**config.mk**
```make
export PLATFORM = sky130hd
export DESIGN_NAME = window_serializer
export DESIGN_NICKNAME = d
export VERILOG_FILES = /design/src/rtl/window_serializer.sv
export SDC_FILE = /design/constraint.sdc
export NUM_CORES = 2
export LEC_CHECK = 0
export ABC_CLOCK_PERIOD_IN_PS = 4600
export CAP_MARGIN = 0
export CORE_MARGIN = 2
export CORE_UTILIZATION = 45
export CTS_BUF_LIST = sky130_fd_sc_hd__clkbuf_8
export DETAILED_ROUTE_END_ITERATION = 12
export PLACE_DENSITY = 0.77
export SYNTH_ARGS = -nofsm -noshare
export SYNTH_HDL_FRONTEND = slang
export SYNTH_SLANG_ARGS = --single-unit
export TNS_END_PERCENT = 100
```
**constraint.sdc**
```tcl
create_clock -name clk -period 4.6 [get_ports clk]
set_clock_uncertainty 0.15 [all_clocks]
set_input_delay 0.92 -clock clk [delete_from_list [all_inputs] [get_ports clk]]
set_output_delay 0.92 -clock clk [all_outputs]
set_load 0.03 [all_outputs]
```
**src/rtl/window_serializer.sv**
```systemverilog
// Parallel-to-stream window converter: a whole window is loaded in one handshake
// and emitted one sample per transfer, with a pending slot so windows stream back-to-back.
module window_serializer #(
    parameter int unsigned DATA_W      = 16,
    parameter int unsigned WINDOW_SIZE = 32,
    parameter int unsigned IDX_W       = $clog2(WINDOW_SIZE)
) (
    input  logic              clk,
    input  logic              rst_n,
    input  logic              win_valid,
    output logic              win_ready,
    input  logic [DATA_W-1:0] win_data [WINDOW_SIZE],
    input  logic              win_reverse,
    output logic              out_valid,
    input  logic              out_ready,
    output logic [DATA_W-1:0] out_data,
    output logic [IDX_W-1:0]  out_idx,
    output logic              out_first,
    output logic              out_last,
    output logic              busy
);

    localparam logic [IDX_W-1:0] LAST_POS = IDX_W'(WINDOW_SIZE - 1);

    typedef enum logic {
        S_IDLE,
        S_STREAM
    } state_t;

    state_t            r_state;
    logic [DATA_W-1:0] r_act  [WINDOW_SIZE];
    logic [DATA_W-1:0] r_pend [WINDOW_SIZE];
    logic              r_act_rev;
    logic              r_pend_rev;
    logic              r_pend_full;
    logic [IDX_W-1:0]  r_pos;

    logic              w_xfer;
    logic              w_done;
    logic              w_accept;
    logic [IDX_W-1:0]  w_idx;

    // Handshake decode; win_ready depends on registers only.
    assign win_ready = !r_pend_full;
    assign w_accept  = win_valid && !r_pend_full;
    assign w_xfer    = out_valid && out_ready;
    assign w_done    = w_xfer && (r_pos == LAST_POS);
    assign w_idx     = r_act_rev ? (LAST_POS - r_pos) : r_pos;

    // Output views of the active slot; all are decodes of registered state.
    assign out_valid = (r_state == S_STREAM);
    assign out_idx   = w_idx;
    assign out_data  = r_act[w_idx];
    assign out_first = out_valid && (r_pos == '0);
    assign out_last  = out_valid && (r_pos == LAST_POS);
    assign busy      = out_valid || r_pend_full;

    // Slot management: load active when free (or freeing this cycle), else pending.
    always_ff @(posedge clk or negedge rst_n) begin
        if (!rst_n) begin
            r_state     <= S_IDLE;
            r_act       <= '{default: '0};
            r_pend      <= '{default: '0};
            r_act_rev   <= 1'b0;
            r_pend_rev  <= 1'b0;
            r_pend_full <= 1'b0;
            r_pos       <= '0;
        end else begin
            case (r_state)
                S_IDLE: begin
                    if (w_accept) begin
                        r_act     <= win_data;
                        r_act_rev <= win_reverse;
                        r_pos     <= '0;
                        r_state   <= S_STREAM;
                    end
                end
                S_STREAM: begin
                    if (w_done) begin
                        r_pos <= '0;
                        if (r_pend_full) begin
                            r_act       <= r_pend;
                            r_act_rev   <= r_pend_rev;
                            r_pend_full <= 1'b0;
                        end else if (w_accept) begin
                            r_act     <= win_data;
                            r_act_rev <= win_reverse;
                        end else begin
                            r_state <= S_IDLE;
                        end
                    end else begin
                        if (w_xfer) begin
                            r_pos <= r_pos + IDX_W'(1);
                        end
                        if (w_accept) begin
                            r_pend      <= win_data;
                            r_pend_rev  <= win_reverse;
                            r_pend_full <= 1'b1;
                        end
                    end
                end
                default: r_state <= S_IDLE;
            endcase
        end
    end

endmodule

```
==> results by group <==
Floorplanning
  • Die width: 335 um
  • Starting Density: 45.3%
  • Count of boundary I/O pins: 543
  • Rows: 121
  • Die ar.: 0.112 mm^2
  • CORE AREA: 0.109 mm^2
  • Die Span Y: 335 um

Place
  • Place WS: 0.285 ns
  • IO Port Bufs: 542
  • RD Place Congestion: 0.955
  • Post-DP HPWL: 123000 um

Logic synthesis
  • Largest cells by area after synthesis: dfrtp_1 53%, mux2_2 12%, o22ai_1 7.3%
  • Syn nets: 4915
  • Most used standard cell by instance count after synthesis: dfrtp_1
  • Top FF cell, synth: dfrtp_1
  • Sequential share of the synthesized area: 52.5%
  • Syn avg cell area: 11.2 um^2
  • Synth top area share: 52.5%
  • Synth warn: 0
  • Cell variety after synth: 53
  • Mapped Area: 0.0492 mm^2
  • Post-synth top area cell: dfrtp_1
  • EDFF count, synth: 0
  • Async S/R FF share, synth: 100%
  • #FFs+latches synth: 1033
  • Cells after Synth: 4395
  • Synth cell count leaders: 1033 x dfrtp_1, 594 x a21oi_1, 577 x o22ai_1, 567 x nor2_1, 514 x mux2_2

Clock tree
  • CTS tree: yes
  • H-tree depth: 4
  • Worst-path clk slew: 0.06 ns
  • Clk Latency, worst-skew pair: 0.85 ns
  • CTS Buffer Depth: 3
  • CTS root buf: clkbuf_8
  • Num CTS Buffers: 169
  • CTS Sinks: 1033

Flow run
  • # Max-Cap Violations: 0

Timing
  • Worst slew pin tran: 1.15 ns
  • Slack of the critical path: 0.00401 ns
  • Final setup viols: 0
  • Final slew viol count: 0
  • Tcrit/Tclk final: 99.9%
  • Slew margin rel.: 23.4%
  • Fin crit period: 4.60 ns
  • Final-report hold violation count: 0
  • Fin Hold WS: 0.354 ns
  • FMAX: 218 MHz
  • RSZ-0062 raised after global routing: true

Critical path
  • Crit. End Element: primary output
  • Worst path most repeated cell: buf_4
  • WP data required: 3.53 ns
  • Crit Path Category: reg -> out
  • Crit path launch type: register
  • Worst EP arrival: 3.53 ns
  • CP Max Fanout: 18
  • Worst-path cell chain: buf_4, or3_4, o221ai_1, a21oi_1, a211oi_2, buf_4, nor4_4, buf_4, buf_4
  • Worst reg-to-reg path cell count: 11
  • Slowest CP cell: dfrtp_4
  • CP peak stage delay: 0.55 ns

Global routing
  • First-pass GRT wire length: 259000 um
  • Initial antenna violation count: 47
  • GRT overflow: 0
  • Global Route Usage Sum: 30.8%
  • Vias in the first global route: 40000
  • Pin count of the biggest net entering global routing: 185

Final layout
  • Final Core Density: 55.2%
  • P&R area growth vs syn: 21.8%
  • Final nets: 5367
  • Layout cells sized above 1: 22.8%

Route
  • DRT Pass-1 Iters: 6
  • Via count: 40600
  • Drt drc: 0
  • Met1 wire length: 69200 um
  • Met2 routed WL: 82900 um
  • 1st-iter DRT viols: 4448
  • WL/cell: 27.4 um
  • Wirelength, routed: 176000 um
  • Top Layer Used: met5
  • Met3 routed WL: 15400 um
  • Via/cell ratio: 6.33
  • Post-route ant nets: 0

Pwr
  • Leak: 25.5 nW
  • Pwr dens: 566 mW/mm^2
  • Worst VDD drop: 382 uV
  • Overall power: 34.0 mW

Hold path
  • Hold Crit Class: reg -> reg
  • Hold depth: 1

Run status
  • Status: finished, final reports clean
layout make-up:
class	instances	area, um^2
Antenna cell	36	90.1
Inverter	7	27.5
Fill cell	9179	48700
Multi-Input combinational cell	2941	21600
Clock buffer	200	2750
Tap cell	1414	1770
Timing Repair Buffer	695	7210
Sequential cell	1033	25900
Clock inverter	95	653
cell families after synthesis:
kind of cell | Yosys count | synth area share [%]
flops | 1033 | 52.5
compound gates | 1411 | 16.9
buf+inv | 423 | 4.36
mux | 690 | 19.0
xor+xnor | 4 | 0.0864
fa+ha+maj | 3 | 0.0763
simple gates | 831 | 7.03
timing repair:
item,4_1_cts,5_1_grt
cloned,2,1
buffers inserted,16,4
hold buffers,1,0
resized for setup,32,28
endpoints found under the setup margin,17,14
hold endpoints to repair,5,0
pin swaps,8,7
sequential cells by signal, summed over array words and instances, names as in the netlist:
name         count
out_valid        1
r_act          512
r_act_rev        1
r_pend         512
r_pend_full      1
r_pend_rev       1
r_pos            5
worst max-delay path, delay by kind of cell, from the launching register on:
kind                   cells  cell delay (ns)
AOI/OAI and AO/OA          3             0.89
buffers and inverters      4             0.73
DFF                        1             0.55
and+or+nand+nor            2             0.54
per-layer routing:
metal / vias up / global-route usage (%)
met4: 24 / 15.3
met5: - / 0
met3: 385 / 7.15
met2: 1996 / 47.8
met1: 20800 / 40.7
li1: 17400 / -
layout by cell type (no fill, tap or decap), drive strengths merged, types with 5 or more instances in the layout:
cell           Yosys  layout
nor3              65      65
or3               16      17
inv                7      70
mux4             144     144
clkdlybuf4s50      0     524
a211oi            49      49
o211ai            15      15
o22a              15      15
dfrtp           1033    1033
a21oi            596     596
bufinv             0       7
clkinv             0      20
nor4              16      16
clkbuf           167     201
diode              0      36
o22ai            577     577
clkinvlp           0       5
o221ai            47      47
o31ai             34      34
buf              249     168
nand2            129     129
a31oi             16      16
nand2b             5       6
mux2i             32      32
o21ai             59      59
nand3b            17      17
nor2             568     568
mux2             514     514
metrics by stage:
step	setup TNS, ns	cell area (um^2)	cells
floorplan	0	49200	4395
global placement	0	55900	6066
detailed placement	0	55900	6066
CTS	-0.0635	59700	6380
global route	-0.0306	59900	6416
finish	0	60000	6421
worst paths after layout:
path / from / endpoint / slack, ns
worst max-delay path: r_pos[0] / out_data[9] / 0.004
worst min-delay path: r_pend[386] / r_pend[386] / 0.35
worst max register to register: r_pos[1] / r_act[369] / 1.06
worst min register to register: r_pend[386] / r_pend[386] / 0.35
max in group asynchronous: rst_n / r_act[248] / 2.41
min in group asynchronous: rst_n / r_pend[83] / 0.55
power breakdown:
group          internal, mW  total, mW  switching [mW]
Sequential             11.3       13.9            2.63
Combinational          5.28       11.9            6.62
Clock                  4.35       8.15            3.80
(Power assumes the default switching activity.)
